$ cat src/rtl/btn_conditioner.sv
// Button conditioner: 2-flop sync + debounce per button channel, one-cycle
// press strobes, and the run/stop toggle register for the stopwatch core.

// One button channel: synchronizer, debounce counter, stable level, press strobe.
module btn_debounce_ch #(
  parameter int DEBOUNCE_CYCLES = 500000,
  parameter int CNT_W           = 20
) (
  input  logic clk,
  input  logic hard_reset,
  input  logic raw,
  output logic level,
  output logic pulse,
  output logic accept
);
  localparam logic [CNT_W-1:0] CNT_MAX = CNT_W'(DEBOUNCE_CYCLES - 1);

  logic             sync1, sync2;
  logic [CNT_W-1:0] cnt;
  logic             mismatch;
  logic             flip;

  // flip fires on the edge that completes DEBOUNCE_CYCLES consecutive mismatches;
  // accept is the rising case, shared with the run register in the top level
  assign mismatch = sync2 ^ level;
  assign flip     = mismatch && (cnt == CNT_MAX);
  assign accept   = flip && sync2;

  // two-flop synchronizer; the only reader of the raw button
  always_ff @(posedge clk or negedge hard_reset) begin
    if (!hard_reset) begin
      sync1 <= 1'b0;
      sync2 <= 1'b0;
    end else begin
      sync1 <= raw;
      sync2 <= sync1;
    end
  end

  // debounce: count consecutive mismatching edges, adopt new level at the limit
  always_ff @(posedge clk or negedge hard_reset) begin
    if (!hard_reset) begin
      cnt   <= '0;
      level <= 1'b0;
    end else if (!mismatch) begin
      cnt   <= '0;
    end else if (flip) begin
      level <= sync2;
      cnt   <= '0;
    end else begin
      cnt   <= cnt + 1'b1;
    end
  end

  // press strobe, high only on the edge where level rises
  always_ff @(posedge clk or negedge hard_reset) begin
    if (!hard_reset) pulse <= 1'b0;
    else             pulse <= accept;
  end
endmodule

module btn_conditioner #(
  parameter int DEBOUNCE_CYCLES = 500000,
  parameter int CNT_W           = 20
) (
  input  logic clk,
  input  logic hard_reset,
  input  logic start_btn,
  input  logic clear_btn,
  output logic start_pulse,
  output logic clear_pulse,
  output logic start_level,
  output logic clear_level,
  output logic run
);
  localparam int NUM_CH = 2;  // channel 0 = start, channel 1 = clear

  logic [NUM_CH-1:0] raw;
  logic [NUM_CH-1:0] level;
  logic [NUM_CH-1:0] pulse;
  logic [NUM_CH-1:0] accept;

  assign raw = {clear_btn, start_btn};

  for (genvar g = 0; g < NUM_CH; g++) begin : g_ch
    btn_debounce_ch #(
      .DEBOUNCE_CYCLES (DEBOUNCE_CYCLES),
      .CNT_W           (CNT_W)
    ) u_ch (
      .clk        (clk),
      .hard_reset (hard_reset),
      .raw        (raw[g]),
      .level      (level[g]),
      .pulse      (pulse[g]),
      .accept     (accept[g])
    );
  end

  assign start_pulse = pulse[0];
  assign clear_pulse = pulse[1];
  assign start_level = level[0];
  assign clear_level = level[1];

  // run/stop: clear wins over start; updates on the same edge as the strobes
  always_ff @(posedge clk or negedge hard_reset) begin
    if (!hard_reset)    run <= 1'b0;
    else if (accept[1]) run <= 1'b0;
    else if (accept[0]) run <= ~run;
  end
endmodule

$ cat config.mk
export PLATFORM = sky130hd
export DESIGN_NAME = btn_conditioner
export DESIGN_NICKNAME = d
export VERILOG_FILES = /design/src/rtl/btn_conditioner.sv
export SDC_FILE = /design/constraint.sdc
export NUM_CORES = 1
export LEC_CHECK = 0
export BUFFER_PORTS_ARGS = -buffer_cell sky130_fd_sc_hd__clkbuf_2
export CELL_PAD_IN_SITES_DETAIL_PLACEMENT = 0
export CELL_PAD_IN_SITES_GLOBAL_PLACEMENT = 1
export CORE_ASPECT_RATIO = 0.9
export CORE_MARGIN = 8
export CORE_UTILIZATION = 52
export DETAILED_ROUTE_END_ITERATION = 10
export PLACE_DENSITY = 0.95
export SETUP_SLACK_MARGIN = 0.4
export SLEW_MARGIN = 25
export SYNTH_ARGS = -nofsm -noshare
export SYNTH_HDL_FRONTEND = slang
export SYNTH_SLANG_ARGS = --single-unit
$ cat constraint.sdc
create_clock -name clk -period 5.5 [get_ports clk]
set_input_delay 0.55 -clock clk [delete_from_list [all_inputs] [get_ports clk]]
set_output_delay 0.55 -clock clk [all_outputs]
set_load 0.05 [all_outputs]
* Yosys cells after proc, flatten, opt, wreduce, memory -nomap -nowiden
Index checks and enable logic that the tools add are counted.
** Storage, ports and cells
- Input bits :: 4
- Register bits :: 49
- Word-level logic and storage cells :: 31
- Output and inout port bits :: 5
** Cells by class
- Reduce and logical (&&, ||, !) cells :: 7
- Eq/ne operators :: 2
- Add/subtract/negate cells :: 2
- Mux-type cells :: 6
- Bitwise operators :: 3
** Operator list (number)
- $mux W20 :: 4
- $add A20 B1 Y20 const B :: 2
- $eq A20 B19 Y1 const B :: 2
- $logic_and A1 B1 Y1 :: 4
- $reduce_and A2 Y1 :: 2
- $mux W1 :: 2
- $reduce_bool A2 Y1 :: 1
- $xor A1 B1 Y1 :: 2
- $not A1 Y1 :: 1

* Depth between registers and ports, before layout
Gate-level depths: netlist of run 1.
- Depth in word-level cells :: 5
- Depth in mapped cells :: 6
- Gate-level depth less buffers :: 5

* Cells and area by module
Synthesis of run 1 repeated with hierarchy kept, for this count alone.
** Second synthesis, totals
- Cell total of the unflattened synthesis :: 225
- Area total of the unflattened synthesis :: 2307.2 um^2
** Modules (own cells, without submodules)
- btn_debounce_ch :: area each 1134.8 um^2, cells an instance 111, seq. area each 600.6 um^2, instances 2
- btn_conditioner :: area each 37.5 um^2, cells an instance 3, seq. area each 25.0 um^2, instances 1

* Worst setup path before layout of run 1
No wires, ideal clock.
- Path type :: register to register
- Start point :: register g_ch[1].u_ch.cnt[0]
- End point :: register g_ch[1].u_ch.cnt[18]
- Cell stages (with the launch flop) :: 6
- Arrival time :: 1.709 ns
- Data required time :: 5.423 ns
- Buffers on the path :: 0
- Setup slack :: 3.714 ns
- Period minus slack after synthesis :: 1.786 ns
- Setup time :: 0.077 ns
- Cells stage by stage :: dfrtp_1 -> ha_1 -> nand4_1 -> or4_1 -> or3_1 -> a21oi_1
** Between the ends
- Cells in the longest elaborated chain, start to end :: 4
- Elaborated cells on any way between the ends :: 5
- Those cells by class :: 1 x add/sub; 1 x eq/ne; 2 x mux; 1 x reduce/logical
** Ends and longest elaborated chain
- from (decl) :: line 19 : logic [CNT_W-1:0] cnt;
- from (signal assigned) :: line 51 : cnt <= cnt + 1'b1;
- branches (longest 2 deep; another with $add A20 B1 Y20)
- $mux W20 * :: line 47 : end else if (flip) begin
- $mux W20 * :: line 45 : end else if (!mismatch) begin
Every way passes the cells marked *.
A chain may end at the register's enable or synchronous reset.

* Worst setup path after layout of run 1
Same ends and word-level chain as after synthesis.

==> results of run 1 <==
Yosys cell counts, types with 4 or more instances:
library cell | instances | area (um2)
dfrtp_1 | 49 | 1226
nor2_1 | 37 | 138.9
xor2_1 | 16 | 140.1
xnor2_1 | 15 | 131.4
nand3_1 | 14 | 70.07
nand4_1 | 11 | 68.82
nand2_1 | 10 | 37.54
o21ai_0 | 9 | 45.04
nor3_1 | 7 | 35.03
nor4_1 | 7 | 43.79
or3_1 | 7 | 43.79
a21oi_1 | 6 | 30.03
inv_1 | 5 | 18.77
buf_2 | 4 | 20.02
nor4b_1 | 4 | 35.03
path summary, 6_finish.rpt:
| path | startpoint | to |
|---|---|---|
| hold / removal | hard_reset | g_ch[1].u_ch.cnt[3] |
| setup / recovery | g_ch[1].u_ch.cnt[0] | g_ch[1].u_ch.cnt[18] |
| max in group asynchronous | hard_reset | g_ch[1].u_ch.level |
| setup reg to reg | g_ch[1].u_ch.cnt[0] | g_ch[1].u_ch.cnt[18] |
| hold reg to reg | g_ch[0].u_ch.sync1 | g_ch[0].u_ch.sync2 |
| min in group clk | clear_btn | g_ch[1].u_ch.sync1 |
state kept, by name, indices dropped and copies added (netlist names):
name             flops
g_ch.u_ch.cnt       40
g_ch.u_ch.level      2
g_ch.u_ch.pulse      2
g_ch.u_ch.sync1      2
g_ch.u_ch.sync2      2
run                  1
through the flow:
step	setup slack, ns	cells	utilization	hold WS, ns	cell area, um2
2_1_floorplan	3.714	228	-	0.2544	2332
3_3_place_gp	3.620	295	0.5586	0.3329	2444
3_5_place_dp	3.543	295	0.5586	0.3365	2444
4_1_cts	3.520	302	0.5784	0.3429	2530
5_1_grt	3.390	302	0.5784	0.3462	2530
6_report	3.523	302	0.5784	0.3341	2530
kinds of logic after synthesis:
logic type,count (synthesis),synth area share
and+or+nand+nor,115,0.2741
DFF,49,0.5258
xor gates and xnor gates,31,0.1164
AOI/OAI and AO/OA,18,0.04292
buffers and inverters,11,0.02038
muxes,2,0.009656
adders and majority gates,2,0.01073
metal layers:
| layer | share of wire | routed length (um) |
|---|---|---|
| met1 | 0.51 | 2020 |
| met2 | 0.43 | 1705 |
| met3 | 0.042 | 167 |
| met4 | 0.019 | 77 |
| met5 | 0 | 0 |
layout make-up:
| cell class | instances | area [um2] |
|---|---|---|
| repair buffers | 11 | 62.56 |
| clock buffers | 7 | 86.33 |
| inverters | 5 | 18.77 |
| fillers | 396 | 1844 |
| well taps | 62 | 77.57 |
| multi-input cells | 168 | 1059 |
| flip-flops and latches | 49 | 1226 |
worst max-delay path: cells and delay by family (launching register included):
| kind | cells | cell delay (ns) |
|---|---|---|
| flip-flops | 1 | 0.39 |
| AO/OA/AOI/OAI | 1 | 0.14 |
| AND/OR/NAND/NOR | 3 | 1.15 |
| adder cells (fa/ha/maj) | 1 | 0.23 |
cells in the final DEF, fill, tap and decap left out, drive strengths merged, types with 2 or more instances in the layout:
cell    count
a21oi       8
and3        2
and4        2
buf         3
clkbuf     15
dfrtp      49
ha          2
inv         5
mux2        2
nand2      10
nand3      15
nand4      13
nor2       37
nor3        7
nor4        7
nor4b       4
o21ai       9
or3         7
or4         4
xnor2      15
xor2       16
where the power goes:
part / internal, mW / switching, mW / total [mW]
sequential: 0.365 / 0.00502 / 0.370
clock: 0.0998 / 0.109 / 0.209
combinational: 0.00626 / 0.0151 / 0.0214
total: 0.471 / 0.129 / 0.600
==> run_summary.xml, run 1 <==
<?xml version="1.0" encoding="UTF-8"?>
<metrics>
  <group name="setup_path">
    <metric name="crit_slowest_cell" unit="">or4_1</metric>
    <metric name="crit_path_max_incr_delay" unit="ns">0.60</metric>
    <metric name="worst_setup_path_start_kind" unit="">register</metric>
    <metric name="r2r_setup_slack" unit="ns">3.52</metric>
    <metric name="criticalPathCategory" unit="">reg2reg</metric>
    <metric name="worstSetupEndpointType" unit="">register</metric>
    <metric name="timing.critical_path.cells" unit="">ha_1 &gt; nand4_1 &gt; or4_1 &gt; or3_1 &gt; a21oi_1</metric>
    <metric name="critPathMaxFanout" unit="">5</metric>
    <metric name="worst-endpoint-arrival" unit="ns">2.20</metric>
    <metric name="ff2ff_path_depth" unit="">5</metric>
    <metric name="critPathRequiredTime" unit="ns">5.73</metric>
  </group>
  <group name="route">
    <metric name="drt_iter0_markers" unit="">108</metric>
    <metric name="wl" unit="mm">3.970</metric>
    <metric name="dr_wl_cell" unit="um">13.15</metric>
    <metric name="ant_nets" unit="">0</metric>
    <metric name="drt-pass1-iter-count" unit="">4</metric>
    <metric name="remaining_drc_errors" unit="">0</metric>
    <metric name="viasPerCell" unit="">5.480</metric>
    <metric name="via_count" unit="">1655</metric>
  </group>
  <group name="sta">
    <metric name="rsz0062_at_grt" unit="">no</metric>
    <metric name="achievable-frequency" unit="MHz">505.7</metric>
    <metric name="maxSlewViolCount" unit="">0</metric>
    <metric name="worst_slew_pin_slew" unit="ns">0.5954</metric>
    <metric name="layout_worst_path_cycle_share" unit="">0.3595</metric>
    <metric name="slew_headroom" unit="">0.6031</metric>
    <metric name="finalHoldViolCount" unit="">0</metric>
    <metric name="timing.clock.skew" unit="ns">0.004628</metric>
    <metric name="fin_setup_tns" unit="ns">0</metric>
    <metric name="timing.final.crit_period" unit="ns">1.977</metric>
    <metric name="setup_violation_total_in_the_final_timing_report" unit="">0</metric>
  </group>
  <group name="clocking">
    <metric name="clock_root_cell" unit="">clkbuf_8</metric>
    <metric name="clock_tree.htree_level_count" unit="">2</metric>
    <metric name="postCtsResizedCells" unit="">0</metric>
    <metric name="cts_hold_buf" unit="">0</metric>
    <metric name="cts_buffers" unit="">5</metric>
    <metric name="max-clock-path-buffers" unit="">2</metric>
    <metric name="cts_num_sinks" unit="">49</metric>
    <metric name="clock_insertion_delay_at_the_later_pin_of_the_skew_report" unit="ns">0.30</metric>
    <metric name="cts_tree" unit="">yes</metric>
    <metric name="worst_setup_hold_path_clk_slew" unit="ns">0.08</metric>
    <metric name="cts.repair_timing.setup_buffer_count" unit="">0</metric>
  </group>
  <group name="grt">
    <metric name="first_global_vias" unit="">1527</metric>
    <metric name="grt.busiest_layer" unit="">met2</metric>
    <metric name="grt_use_met3" unit="">0.03498</metric>
    <metric name="remaining_global_route_overflow" unit="">0</metric>
    <metric name="global_route.usage.met2" unit="">0.1861</metric>
    <metric name="use_met1" unit="">0.1739</metric>
    <metric name="antenna_found_initial" unit="">0</metric>
    <metric name="grt_start_max_net_pins" unit="">50</metric>
    <metric name="gr-usage-all-layers" unit="">0.1300</metric>
    <metric name="grt_pass1_wl" unit="mm">7.024</metric>
  </group>
  <group name="synthesis">
    <metric name="synthesis.nets" unit="">234</metric>
    <metric name="synth_ff_type" unit="">dfrtp_1</metric>
    <metric name="yosys_warnings" unit="">0</metric>
    <metric name="synth_cells" unit="">228</metric>
    <metric name="ys_seq_elements" unit="">49</metric>
    <metric name="yosysSeqAreaShare" unit="">0.5258</metric>
    <metric name="synth.cell_area" unit="um2">2332</metric>
    <metric name="number_of_enable_flip_flop_cells_after_synthesis" unit="">0</metric>
    <metric name="syn_area_per_cell" unit="um2">10.23</metric>
    <metric name="async_flop_share" unit="">1.000</metric>
    <metric name="netlist-cell-type-count" unit="">36</metric>
  </group>
  <group name="cells_and_area">
    <metric name="drive_gt1_frac" unit="">0.1167</metric>
    <metric name="diodes_inserted" unit="">0</metric>
    <metric name="layout.nets" unit="">246</metric>
    <metric name="flow.area_growth_from_synthesis" unit="%">8.477</metric>
  </group>
  <group name="pwr">
    <metric name="power.ir.vdd_worst" unit="mV">0.09517</metric>
    <metric name="cellLeakagePower" unit="nW">1.041</metric>
    <metric name="report.power.total" unit="uW">600.3</metric>
    <metric name="pwr_density_cell" unit="nW/um2">237.3</metric>
  </group>
  <group name="die">
    <metric name="floorplan.die.height" unit="um">79.54</metric>
    <metric name="ios" unit="">9</metric>
    <metric name="core_area" unit="um2">4374</metric>
    <metric name="core.rowCount" unit="">23</metric>
    <metric name="die_area" unit="um2">6887</metric>
    <metric name="floorplan.initialDensity" unit="">0.5332</metric>
    <metric name="die_x" unit="um">86.60</metric>
  </group>
  <group name="placed_design">
    <metric name="buffer_ports.inserted" unit="">8</metric>
    <metric name="gp_congestion" unit="">0.7279</metric>
    <metric name="post-dp-hpwl" unit="mm">2.649</metric>
  </group>
  <group name="worst_hold_path">
    <metric name="type_of_the_worst_min_delay_path" unit="">in2async</metric>
  </group>
  <group name="outcome">
    <metric name="run_status" unit="">finished clean</metric>
  </group>
  <group name="run">
    <metric name="drv.max_cap_violation_count" unit="">0</metric>
  </group>
</metrics>
No activity file was read; power rests on OpenSTA's default activity.
==> inputs of run 2 (changes only) <==
CORE_UTILIZATION = 43   (was 52)
PLACE_DENSITY = 0.86   (was 0.95)
clock period = 1.6 ns   (was 5.5 ns; I/O delays follow)
==> run_summary.xml, run 2 (same netlist as run 1, synthesis figures left out) <==
<?xml version="1.0" encoding="UTF-8"?>
<metrics>
  <group name="sta">
    <metric name="achievable-frequency" unit="MHz">574.1</metric>
    <metric name="timing.final.crit_period" unit="ns">1.742</metric>
    <metric name="rsz0062_at_grt" unit="">yes</metric>
    <metric name="setup_violation_total_in_the_final_timing_report" unit="">43</metric>
    <metric name="final_critical_path_setup_slack" unit="ns">-0.1420</metric>
    <metric name="slew_headroom" unit="">0.6919</metric>
    <metric name="layout_worst_path_cycle_share" unit="">1.089</metric>
    <metric name="worst_slew_pin_slew" unit="ns">0.4622</metric>
    <metric name="finalHoldViolCount" unit="">0</metric>
    <metric name="timing.clock.skew" unit="ns">0.004704</metric>
    <metric name="maxSlewViolCount" unit="">0</metric>
  </group>
  <group name="placed_design">
    <metric name="gp_congestion" unit="">0.7931</metric>
    <metric name="buffer_ports.inserted" unit="">8</metric>
    <metric name="place.detailed.instances" unit="">349</metric>
    <metric name="preCtsSetupSlack" unit="ns">-0.1229</metric>
    <metric name="post-dp-hpwl" unit="mm">3.596</metric>
  </group>
  <group name="grt">
    <metric name="grt.busiest_layer" unit="">met2</metric>
    <metric name="grt_use_met3" unit="">0.03927</metric>
    <metric name="gr-usage-all-layers" unit="">0.1451</metric>
    <metric name="grt_pass1_wl" unit="mm">9.177</metric>
    <metric name="antenna_found_initial" unit="">0</metric>
    <metric name="grt_start_max_net_pins" unit="">35</metric>
    <metric name="global_route.usage.met2" unit="">0.2196</metric>
    <metric name="first_global_vias" unit="">1970</metric>
    <metric name="remaining_global_route_overflow" unit="">0</metric>
    <metric name="use_met1" unit="">0.1891</metric>
  </group>
  <group name="route">
    <metric name="ant_nets" unit="">0</metric>
    <metric name="via_count" unit="">1930</metric>
    <metric name="wl" unit="mm">5.581</metric>
    <metric name="drt_iter0_markers" unit="">91</metric>
    <metric name="dr_wl_cell" unit="um">14.76</metric>
    <metric name="viasPerCell" unit="">5.106</metric>
    <metric name="remaining_drc_errors" unit="">0</metric>
    <metric name="drt-pass1-iter-count" unit="">4</metric>
  </group>
  <group name="pwr">
    <metric name="power.ir.vdd_worst" unit="mV">0.3680</metric>
    <metric name="intPower" unit="mW">1.674</metric>
    <metric name="p_sw" unit="uW">488.1</metric>
    <metric name="fraction_of_power_consumed_by_the_clock_network" unit="">0.346</metric>
    <metric name="power_frac_comb" unit="">0.067</metric>
    <metric name="p_sw_frac" unit="">0.2257</metric>
    <metric name="pwr_density_cell" unit="nW/um2">647.7</metric>
    <metric name="cellLeakagePower" unit="nW">1.431</metric>
    <metric name="power_frac_seq" unit="">0.587</metric>
    <metric name="report.power.total" unit="mW">2.162</metric>
  </group>
  <group name="setup_path">
    <metric name="worst-endpoint-arrival" unit="ns">1.98</metric>
    <metric name="worstSetupEndpointType" unit="">register</metric>
    <metric name="crit_path_max_incr_delay" unit="ns">0.47</metric>
    <metric name="critPathRequiredTime" unit="ns">1.84</metric>
    <metric name="timing.critical_path.cells" unit="">ha_4 &gt; and3_4 &gt; or4b_4 &gt; or3_4 &gt; a21oi_2</metric>
    <metric name="worst_setup_path_start_kind" unit="">register</metric>
    <metric name="critPathMaxFanout" unit="">3</metric>
    <metric name="criticalPathCategory" unit="">reg2reg</metric>
    <metric name="crit_slowest_cell" unit="">or4b_4</metric>
  </group>
  <group name="clocking">
    <metric name="cts_buffers" unit="">5</metric>
    <metric name="clock_insertion_delay_at_the_later_pin_of_the_skew_report" unit="ns">0.31</metric>
    <metric name="cts_tree" unit="">yes</metric>
    <metric name="cts_num_sinks" unit="">49</metric>
    <metric name="worst_setup_hold_path_clk_slew" unit="ns">0.08</metric>
    <metric name="clock_tree.htree_level_count" unit="">2</metric>
    <metric name="clock_root_cell" unit="">clkbuf_8</metric>
    <metric name="max-clock-path-buffers" unit="">2</metric>
  </group>
  <group name="die">
    <metric name="floorplan.die.height" unit="um">85.87</metric>
    <metric name="core.rowCount" unit="">25</metric>
    <metric name="core_area" unit="um2">5255</metric>
    <metric name="die_x" unit="um">93.63</metric>
    <metric name="floorplan.initialDensity" unit="">0.4438</metric>
    <metric name="die_area" unit="um2">8040</metric>
    <metric name="ios" unit="">9</metric>
  </group>
  <group name="cells_and_area">
    <metric name="layout.cells.non_filler" unit="">378</metric>
    <metric name="drive_gt1_frac" unit="">0.4051</metric>
    <metric name="mostFrequentLayoutCell" unit="">buf_4</metric>
    <metric name="diodes_inserted" unit="">0</metric>
    <metric name="flow.area_growth_from_synthesis" unit="%">43.13</metric>
    <metric name="regMostFlops" unit="">g_ch.u_ch.cnt</metric>
    <metric name="final_cell_mix" unit="">buf_4 (63), dfrtp_1 (48), nor2_1 (31), xor2_1 (16), xnor2_1 (15)</metric>
    <metric name="largest_register_ffs" unit="">40</metric>
    <metric name="layout.nets" unit="">316</metric>
  </group>
  <group name="run">
    <metric name="drv.max_cap_violation_count" unit="">0</metric>
  </group>
  <group name="worst_hold_path">
    <metric name="type_of_the_worst_min_delay_path" unit="">in2async</metric>
  </group>
  <group name="outcome">
    <metric name="violations" unit="">setup timing</metric>
    <metric name="run_status" unit="">finished with violations</metric>
  </group>
</metrics>
## run 2: cell count changes in the layout (fill, tap and decap cells not counted), sizes merged
cell	delta
dlygate4sd3	+3
buf	+69
clkbuf	-1
## run 2: worst paths after layout
| check | startpoint | endpoint | slack, ns | cells past startpoint |
|---|---|---|---|---|
| max | g_ch[0].u_ch.cnt[0] | g_ch[0].u_ch.cnt[18] | -0.14 | 5 |
| min reg2reg | g_ch[1].u_ch.sync1 | g_ch[1].u_ch.sync2 | 0.36 | 0 |
| max in group asynchronous | hard_reset | g_ch[1].u_ch.cnt[6] | 0.74 | 3 |
| max reg2reg | g_ch[0].u_ch.cnt[0] | g_ch[0].u_ch.cnt[18] | -0.14 | 5 |
| min in group clk | g_ch[1].u_ch.sync1 | g_ch[1].u_ch.sync2 | 0.36 | 0 |
| min | hard_reset | g_ch[1].u_ch.cnt[1] | 0.33 | 2 |
## run 2: critical path: cells and delay by family (launching register included)
family	cells	cell delay, ns
AND/OR/NAND/NOR	3	0.99
AO/OA/AOI/OAI	1	0.11
adder cells (fa/ha/maj)	1	0.16
flip-flops	1	0.41
## run 2: timing repair
action | CTS | global route
endpoints found under the setup margin | 47 | 47
hold buffers | 3 | 0
buffers inserted | 14 | 3
pin swaps | 9 | 9
gates resized for setup | 11 | 20
gates cloned | 0 | 1
endpoints found under the hold margin | 17 | 0
## run 2: per-stage QoR
stage	utilization	instance area (um2)	hold WS, ns	TNS (ns)
after floorplan	-	2480	-0.1356	-0.3487
after global placement	0.5631	2959	0.1210	-1.132
after detailed placement	0.5631	2959	0.1284	-1.965
after CTS	0.6152	3233	0.3307	-1.945
after global routing	0.6352	3338	0.3398	-5.250
final	0.6352	3338	0.3262	-2.538
## run 2: final cells by class
class | instances | area [um2]
Timing Repair Buffer | 81 | 654.4
Multi-Input combinational cell | 168 | 1264
Tap cell | 67 | 83.83
Clock buffer | 8 | 90.09
Sequential cell | 49 | 1227
Fill cell | 411 | 1917
Inverter | 5 | 18.77
## run 2: power groups by stage
stage	clock, mW	sequential, mW	combinational, mW
floorplan	0	1.29	0.0560
global placement	0	1.29	0.116
detailed placement	0	1.30	0.118
CTS	0.767	1.27	0.133
global route	0.816	1.27	0.164
finish	0.749	1.27	0.144
## run 2: metal layers
| metal | vias to the layer above | share of wire |
|---|---|---|
| met1 | 929 | 0.49 |
| met4 | 0 | 0.025 |
| met2 | 24 | 0.46 |
| met5 | - | 0 |
| li1 | 965 | - |
| met3 | 12 | 0.028 |
